`src/rtl/fetch_sequencer.sv`:
```
// Multi-cycle FETCH -> DECODE -> EXEC sequencer for the 8-bit core.
// Assembles a 32-bit instruction from byte reads, drives the decoder handshake, and owns the PC.
//
// state    | meaning
// ---------+-------------------------------------------------------------
// S_IDLE   | parked, waiting for run
// S_FETCH  | reading instruction bytes at pc + byte_cnt
// S_DECODE | dec_en high, waiting for the decoder's registered ready
// S_EXEC   | execute running (exec_start in first cycle), PC update on exec_done
module fetch_sequencer #(
   parameter int                   M_WIDTH    = 8,
   parameter int                   INST_WIDTH = 32,
   parameter int                   PC_WIDTH   = 8,
   parameter logic [PC_WIDTH-1:0]  RESET_PC   = '0
) (
   input  logic                   clk,
   input  logic                   rst_n,
   input  logic                   run,
   output logic [PC_WIDTH-1:0]    mem_addr,
   output logic                   mem_req,
   input  logic                   mem_ack,
   input  logic [M_WIDTH-1:0]     mem_rdata,
   output logic [INST_WIDTH-1:0]  inst,
   output logic                   dec_en,
   input  logic                   dec_ready,
   output logic                   exec_start,
   input  logic                   exec_done,
   input  logic                   pc_load,
   input  logic [PC_WIDTH-1:0]    pc_target,
   output logic [PC_WIDTH-1:0]    pc,
   output logic                   busy
);

   localparam int                  NBYTES    = INST_WIDTH / M_WIDTH;
   localparam int                  CNT_W     = (NBYTES > 1) ? $clog2(NBYTES) : 1;
   localparam logic [CNT_W-1:0]    LAST_BYTE = CNT_W'(NBYTES - 1);
   localparam logic [PC_WIDTH-1:0] PC_STEP   = PC_WIDTH'(NBYTES);

   typedef enum logic [1:0] {
      S_IDLE,
      S_FETCH,
      S_DECODE,
      S_EXEC
   } state_t;

   state_t                          state_q, state_d;
   logic [PC_WIDTH-1:0]             pc_q, pc_d;
   logic [INST_WIDTH-1:0]           inst_q, inst_d;
   logic [NBYTES-1:0][M_WIDTH-1:0]  shadow_q, shadow_d;
   logic [CNT_W-1:0]                byte_cnt_q, byte_cnt_d;
   logic                            exec_start_q, exec_start_d;

   always_ff @(posedge clk or negedge rst_n) begin
      if (!rst_n) begin
         state_q      <= S_IDLE;
         pc_q         <= RESET_PC;
         inst_q       <= '0;
         shadow_q     <= '0;
         byte_cnt_q   <= '0;
         exec_start_q <= 1'b0;
      end else begin
         state_q      <= state_d;
         pc_q         <= pc_d;
         inst_q       <= inst_d;
         shadow_q     <= shadow_d;
         byte_cnt_q   <= byte_cnt_d;
         exec_start_q <= exec_start_d;
      end
   end

   always_comb begin
      state_d      = state_q;
      pc_d         = pc_q;
      inst_d       = inst_q;
      shadow_d     = shadow_q;
      byte_cnt_d   = byte_cnt_q;
      exec_start_d = 1'b0;
      mem_req      = 1'b0;
      dec_en       = 1'b0;

      case (state_q)
         S_IDLE: begin
            if (run) begin
               state_d    = S_FETCH;
               byte_cnt_d = '0;
            end
         end

         S_FETCH: begin
            mem_req = 1'b1;
            if (mem_ack) begin
               shadow_d[byte_cnt_q] = mem_rdata;
               // inst only changes here, with the last byte merged in, so the decoder never sees a partial word
               if (byte_cnt_q == LAST_BYTE) begin
                  inst_d     = shadow_d;
                  byte_cnt_d = '0;
                  state_d    = S_DECODE;
               end else begin
                  byte_cnt_d = byte_cnt_q + 1'b1;
               end
            end
         end

         S_DECODE: begin
            dec_en = 1'b1;
            if (dec_ready) begin
               state_d      = S_EXEC;
               exec_start_d = 1'b1;
            end
         end

         S_EXEC: begin
            if (exec_done) begin
               pc_d    = pc_load ? pc_target : pc_q + PC_STEP;
               state_d = run ? S_FETCH : S_IDLE;
            end
         end

         default: state_d = S_IDLE;
      endcase
   end

   assign mem_addr   = pc_q + PC_WIDTH'(byte_cnt_q);
   assign inst       = inst_q;
   assign exec_start = exec_start_q;
   assign pc         = pc_q;
   assign busy       = (state_q != S_IDLE);

endmodule
```
`config.mk`:
```
export PLATFORM = sky130hd
export DESIGN_NAME = fetch_sequencer
export DESIGN_NICKNAME = d
export VERILOG_FILES = /design/src/rtl/fetch_sequencer.sv
export SDC_FILE = /design/constraint.sdc
export NUM_CORES = 1
export LEC_CHECK = 0
export ABC_AREA = 1
export CAP_MARGIN = 20
export CORE_MARGIN = 8
export CORE_UTILIZATION = 50
export DETAILED_ROUTE_END_ITERATION = 16
export PLACE_DENSITY = 0.85
export SLEW_MARGIN = 10
export SYNTH_ARGS = -nofsm -noshare
export SYNTH_HDL_FRONTEND = slang
export SYNTH_SLANG_ARGS = --single-unit
```
`constraint.sdc`:
```
create_clock -name clk -period 1.8 [get_ports clk]
set_input_delay 0.27 -clock clk [delete_from_list [all_inputs] [get_ports clk]]
set_output_delay 0.27 -clock clk [all_outputs]
set_load 0.1 [all_outputs]
```
== Word-level counts from Yosys, hierarchy flattened ==
Index checks and enable logic that the tools add are counted.

* Bits in registers: 77
* Bits in latches: 0
* Memory bits (writable): 0
* Bits in read-only memories: 0
* Bits of input ports: 23
* Output and inout port bits: 52
* Logic and storage cells: 51
* Memories kept: 0

* Add/subtract/negate cells: 3
* Multiply operators: 0
* Divide/modulo/power cells: 0
* $lt $le $gt $ge: 2
* Equality and inequality tests: 9
* Shift operators: 0
* Mux-type cells: 19
* Bitwise operators: 0
* Reductions and logical operators: 9

{| class="wikitable"
|+ Operator list
! kind !! number
|-
| $bwmux W32 || 1
|-
| $demux W8 S2 || 1
|-
| $mux W2 || 8
|-
| $mux W8 || 2
|-
| $ne A2 B2 Y1 const B || 5
|-
| $add A8 B2 Y8 || 1
|-
| $add A8 B3 Y8 const B || 1
|-
| $pmux W2 S4 || 1
|-
| $eq A2 B2 Y1 const B || 3
|-
| $reduce_and A3 Y1 || 2
|-
| $mux W1 || 5
|-
| $reduce_and A5 Y1 || 1
|-
| $pmux W2 S2 || 1
|-
| $reduce_and A2 Y1 || 2
|-
| $reduce_bool A2 Y1 || 2
|-
| $lt A2 B3 Y1 const B || 1
|-
| $add A2 B1 Y2 const B || 1
|-
| $eq A2 B1 Y1 const B || 1
|-
| $ge A2 B1 Y1 const B || 1
|-
| $logic_not A2 Y1 || 1
|-
| $logic_and A1 B1 Y1 || 1
|}

== Logic depth before layout (Yosys ltp) ==
* Depth in word-level cells: 5
* Mapped depth: 9
* Gate-level depth less buffers: 8

== Least setup slack after synthesis ==
OpenSTA, ideal clock, no wires.

* Kind: register to output
* Start: register pc_q[0] (netlist: pc[0])
* End: output port mem_addr[2]
* Arrival time: 3.255 ns
* Data required time: 1.530 ns
* Path slack: -1.725 ns
* Stages on the path, launching flop included: 5
* Path buffers: 0
* Cells stage by stage: dfrtp_1 > ha_1 > inv_1 > fa_1 > xnor2_1

* Longest elaborated chain between the ends: 1

{| class="wikitable"
|+ RTL lines
! item !! RTL line !! source
|-
| start: declaration || 47 || <nowiki>logic [PC_WIDTH-1:0] pc_q, pc_d;</nowiki>
|-
| start signal: assignment || 63 || <nowiki>pc_q <= pc_d;</nowiki>
|-
| $add A8 B2 Y8 || 123 || <nowiki>assign mem_addr = pc_q + PC_WIDTH'(byte_cnt_q);</nowiki>
|-
| end: declaration || 19 || <nowiki>output logic [PC_WIDTH-1:0] mem_addr,</nowiki>
|}

No other way between the ends.

== Worst setup path in the final report ==
* Start: register byte_cnt_q[0]
* End: output port mem_addr[6]

* Longest elaborated chain between the ends: 1

{| class="wikitable"
|+ RTL lines
! item !! RTL line !! source
|-
| start: declaration || 50 || <nowiki>logic [CNT_W-1:0] byte_cnt_q, byte_cnt_d;</nowiki>
|-
| start signal: assignment || 66 || <nowiki>byte_cnt_q <= byte_cnt_d;</nowiki>
|-
| $add A8 B2 Y8 || 123 ||
|}

No other way between the ends.

==> summary.txt <==
STA
  • Skew final: between 0.007 and 0.008 ns
  • Crit share post-route: 119%
  • Max-slew violation count: 0
  • RSZ-0062 raised after global routing: yes
  • Final hold violation count: 0
  • Slew HR: between 70 and 80%
  • Final-report setup violation count: 7
  • Max Freq: ~470 MHz
  • Final Critical Period: around 2.1 ns
  • Worst setup margin: -0.335 ns
  • Least-Margin Pin Slew: between 0.3 and 0.4 ns

Logic synthesis
  • Area contributors post-synth: dfrtp_1 51%, nand2_1 19%, o21ai_0 7.8%
  • Post-synth top area share: between 50% and 60%
  • Yosys reg bits: about 70
  • Post-synth EDFFs: 0
  • FFs w/ async S/R, synth: between 90% and 100%
  • Mapped Avg Cell Area: between 8 and 9 µm²
  • Seq/Total Area, Yosys: 51.0%
  • Yosys warnings: 0
  • Syn Inst Count: approximately 420
  • Commonest cells post-synth: 170 x nand2_1, 69 x dfrtp_1, 53 x o21ai_0
  • Synth Flop Type: dfrtp_1
  • Largest area contributor in the netlist: dfrtp_1
  • Distinct cells, synth: 28
  • Synthesized cell area: ~0.0034 mm²
  • Post-synth net total: around 450
  • Count leader, synth: nand2_1

GRT
  • Largest net degree at the start of global routing: 37
  • GRT overflow: 0
  • First-pass GRT wire length: ~15000 µm
  • Initial antenna violation count: 0
  • Vias in the first global route: 3212
  • Gr usage total: 20.0%

Setup path
  • Setup slack, reg-to-reg: ~0.15 ns
  • CP Class: reg2out
  • Critical Path Start Type: flip-flop
  • Worst R2R End: inst[31]
  • CP Capture Type: output pin
  • Req. time, crit path: roughly 1.5 ns
  • CP peak stage delay: approximately 0.41 ns
  • Critical R2R Launch: byte_cnt_q[0]
  • Slowest-stage cell, CP: dfrtp_1
  • Crit path DAT: between 1.5 and 2 ns
  • Reg2Reg Depth: 7
  • CP max FO: 3
  • CP Cell Sequence: ha_4 -> inv_2 -> fa_2 -> nor2_4 -> xor2_4 -> buf_12

Final layout
  • Final net count: roughly 540
  • ANT cells: 0
  • Share of post-route cells with drive strength above 1: 24.3%
  • Fill count: ~460
  • Area Growth Syn to Fin: 46.4%
  • Final core utilization: about three quarters

Job
  • Max-cap violations: 0

Clock tree
  • CTS Buf Count: 9
  • Root buffer cell: clkbuf_8
  • H-tree Lvls: 3
  • Max Root-Sink Buffers: 2
  • Worst-Skew Late Latency: about 0.35 ns
  • Clock tree from TritonCTS: yes
  • CTS clk-pin slew, worst paths: about 0.07 ns
  • Clock Sinks: between 60 and 70

Drt
  • Antenna Nets Post-Route: 0
  • Vias after detailed routing: between 2k and 3k
  • Initial drt markers: between 100 and 150
  • TritonRoute pass-1 iters: 4
  • WL final: 8820 µm
  • Vias per std cell: approximately 5.1
  • Number of remaining DRC errors: 0
  • WL per Instance: about 15 µm

Die
  • Die H: between 90 and 100 µm
  • Row count: 30
  • Boundary pin count: between 70 and 80
  • Die ar.: ~0.0097 mm²
  • Die Wd: roughly 100 µm
  • Initial Utilization: approximately 51%
  • Total core area: about 0.0067 mm²

Place
  • Post-DP HPWL: 6340 µm
  • PortBufs: between 70 and 80
  • Routability Congestion: 0.809

Status
  • Failing checks: setup timing
  • Run status: complete, but fails checks

Min path
  • Min-Delay Path Class: in2async
==> sequential cells by signal, summed over array words and instances (netlist names) <==
signal and cells:
byte_cnt_q 2, state_q 2, shadow_q 24, pc 8, exec_start 1, inst 32
==> final cells by class <==
| cell class | count | area (µm²) | share of cell area [%] |
|---|---|---|---|
| Sequential cell | 69 | 1750 | 35.3 |
| Timing Repair Buffer | 94 | 1200 | 24.1 |
| Clock inverter | 6 | 63.8 | 1.29 |
| Inverter | 47 | 185 | 3.74 |
| Multi-Input combinational cell | 284 | 1540 | 31.0 |
| Clock buffer | 10 | 128 | 2.58 |
| Tap cell | 80 | 100 | 2.02 |
==> how the worst max path moves through the flow <==
stage	cells past startpoint	to	slack (ns)	start
global route	6	mem_addr[6]	-0.42	byte_cnt_q[0]
detailed placement	6	mem_addr[2]	-0.003	byte_cnt_q[0]
CTS	6	mem_addr[2]	-0.34	byte_cnt_q[0]
floorplan	5	mem_addr[6]	-0.48	pc[0]
finish	6	mem_addr[6]	-0.34	byte_cnt_q[0]
global placement	6	mem_addr[2]	0.04	pc[0]
==> worst max-delay path, delay by kind of cell, from the launching register on <==
kind          cells  cell delay (ns)
xor+xnor          1             0.18
fa+ha+maj         2             0.54
buf+inv           2             0.22
flops             1             0.41
simple gates      1             0.15
==> what timing repair did <==
item                                    4_1_cts  5_1_grt
endpoints found under the hold margin        14        0
resized for setup                             5        3
endpoints found under the setup margin        7       12
pin swaps                                     4        1
hold buffers                                  1        0
setup buffers                                 2        1
==> logic make-up (layout without fill, tap and decap cells) <==
logic type,Yosys count,after routing,synth area share [%]
mux,1,1,0.333
compound gates,60,60,9.10
buf+inv,62,157,8.58
fa+ha+maj,13,13,5.03
simple gates,204,204,24.4
xor+xnor,6,6,1.55
flops,69,69,51.0
==> per-stage QoR <==
stage                     hold WS, ns  std cells  TNS [ns]  worst slack, ns  area (µm²)
after global placement          0.192        570         0           0.0386        4700
after global routing            0.397        590     -2.46           -0.418        4950
after floorplan               -0.0256        415     -2.30           -0.482        3550
after detailed placement        0.208        570  -0.00347         -0.00347        4700
after CTS                       0.365        589     -2.06           -0.343        4940
final                           0.363        590     -2.02           -0.335        4950
==> cells in the final DEF (no fill, tap or decap), types with 7 or more instances in the layout <==
master,synthesis,routed
dfrtp_2,0,7
inv_1,44,42
nor2_1,14,13
ha_1,12,8
dfrtp_1,69,59
clkdlybuf4s50_1,0,21
buf_12,0,35
nand2_1,170,168
clkbuf_8,0,9
nand3_1,11,10
buf_4,0,36
o21ai_0,53,52
==> per-layer routing <==
layer | part of all wire, % | GRT usage (%) | wire length (µm)
met4 | 2.5 | 9.21 | 223
met2 | 51 | 33.1 | 4530
met5 | 0 | 0 | 0
met1 | 38 | 21.8 | 3360
met3 | 8.1 | 8.39 | 712
Power is left out: the tool's default activity adds up to more than one toggle a clock period on the data nets, which glitch-free logic cannot reach.
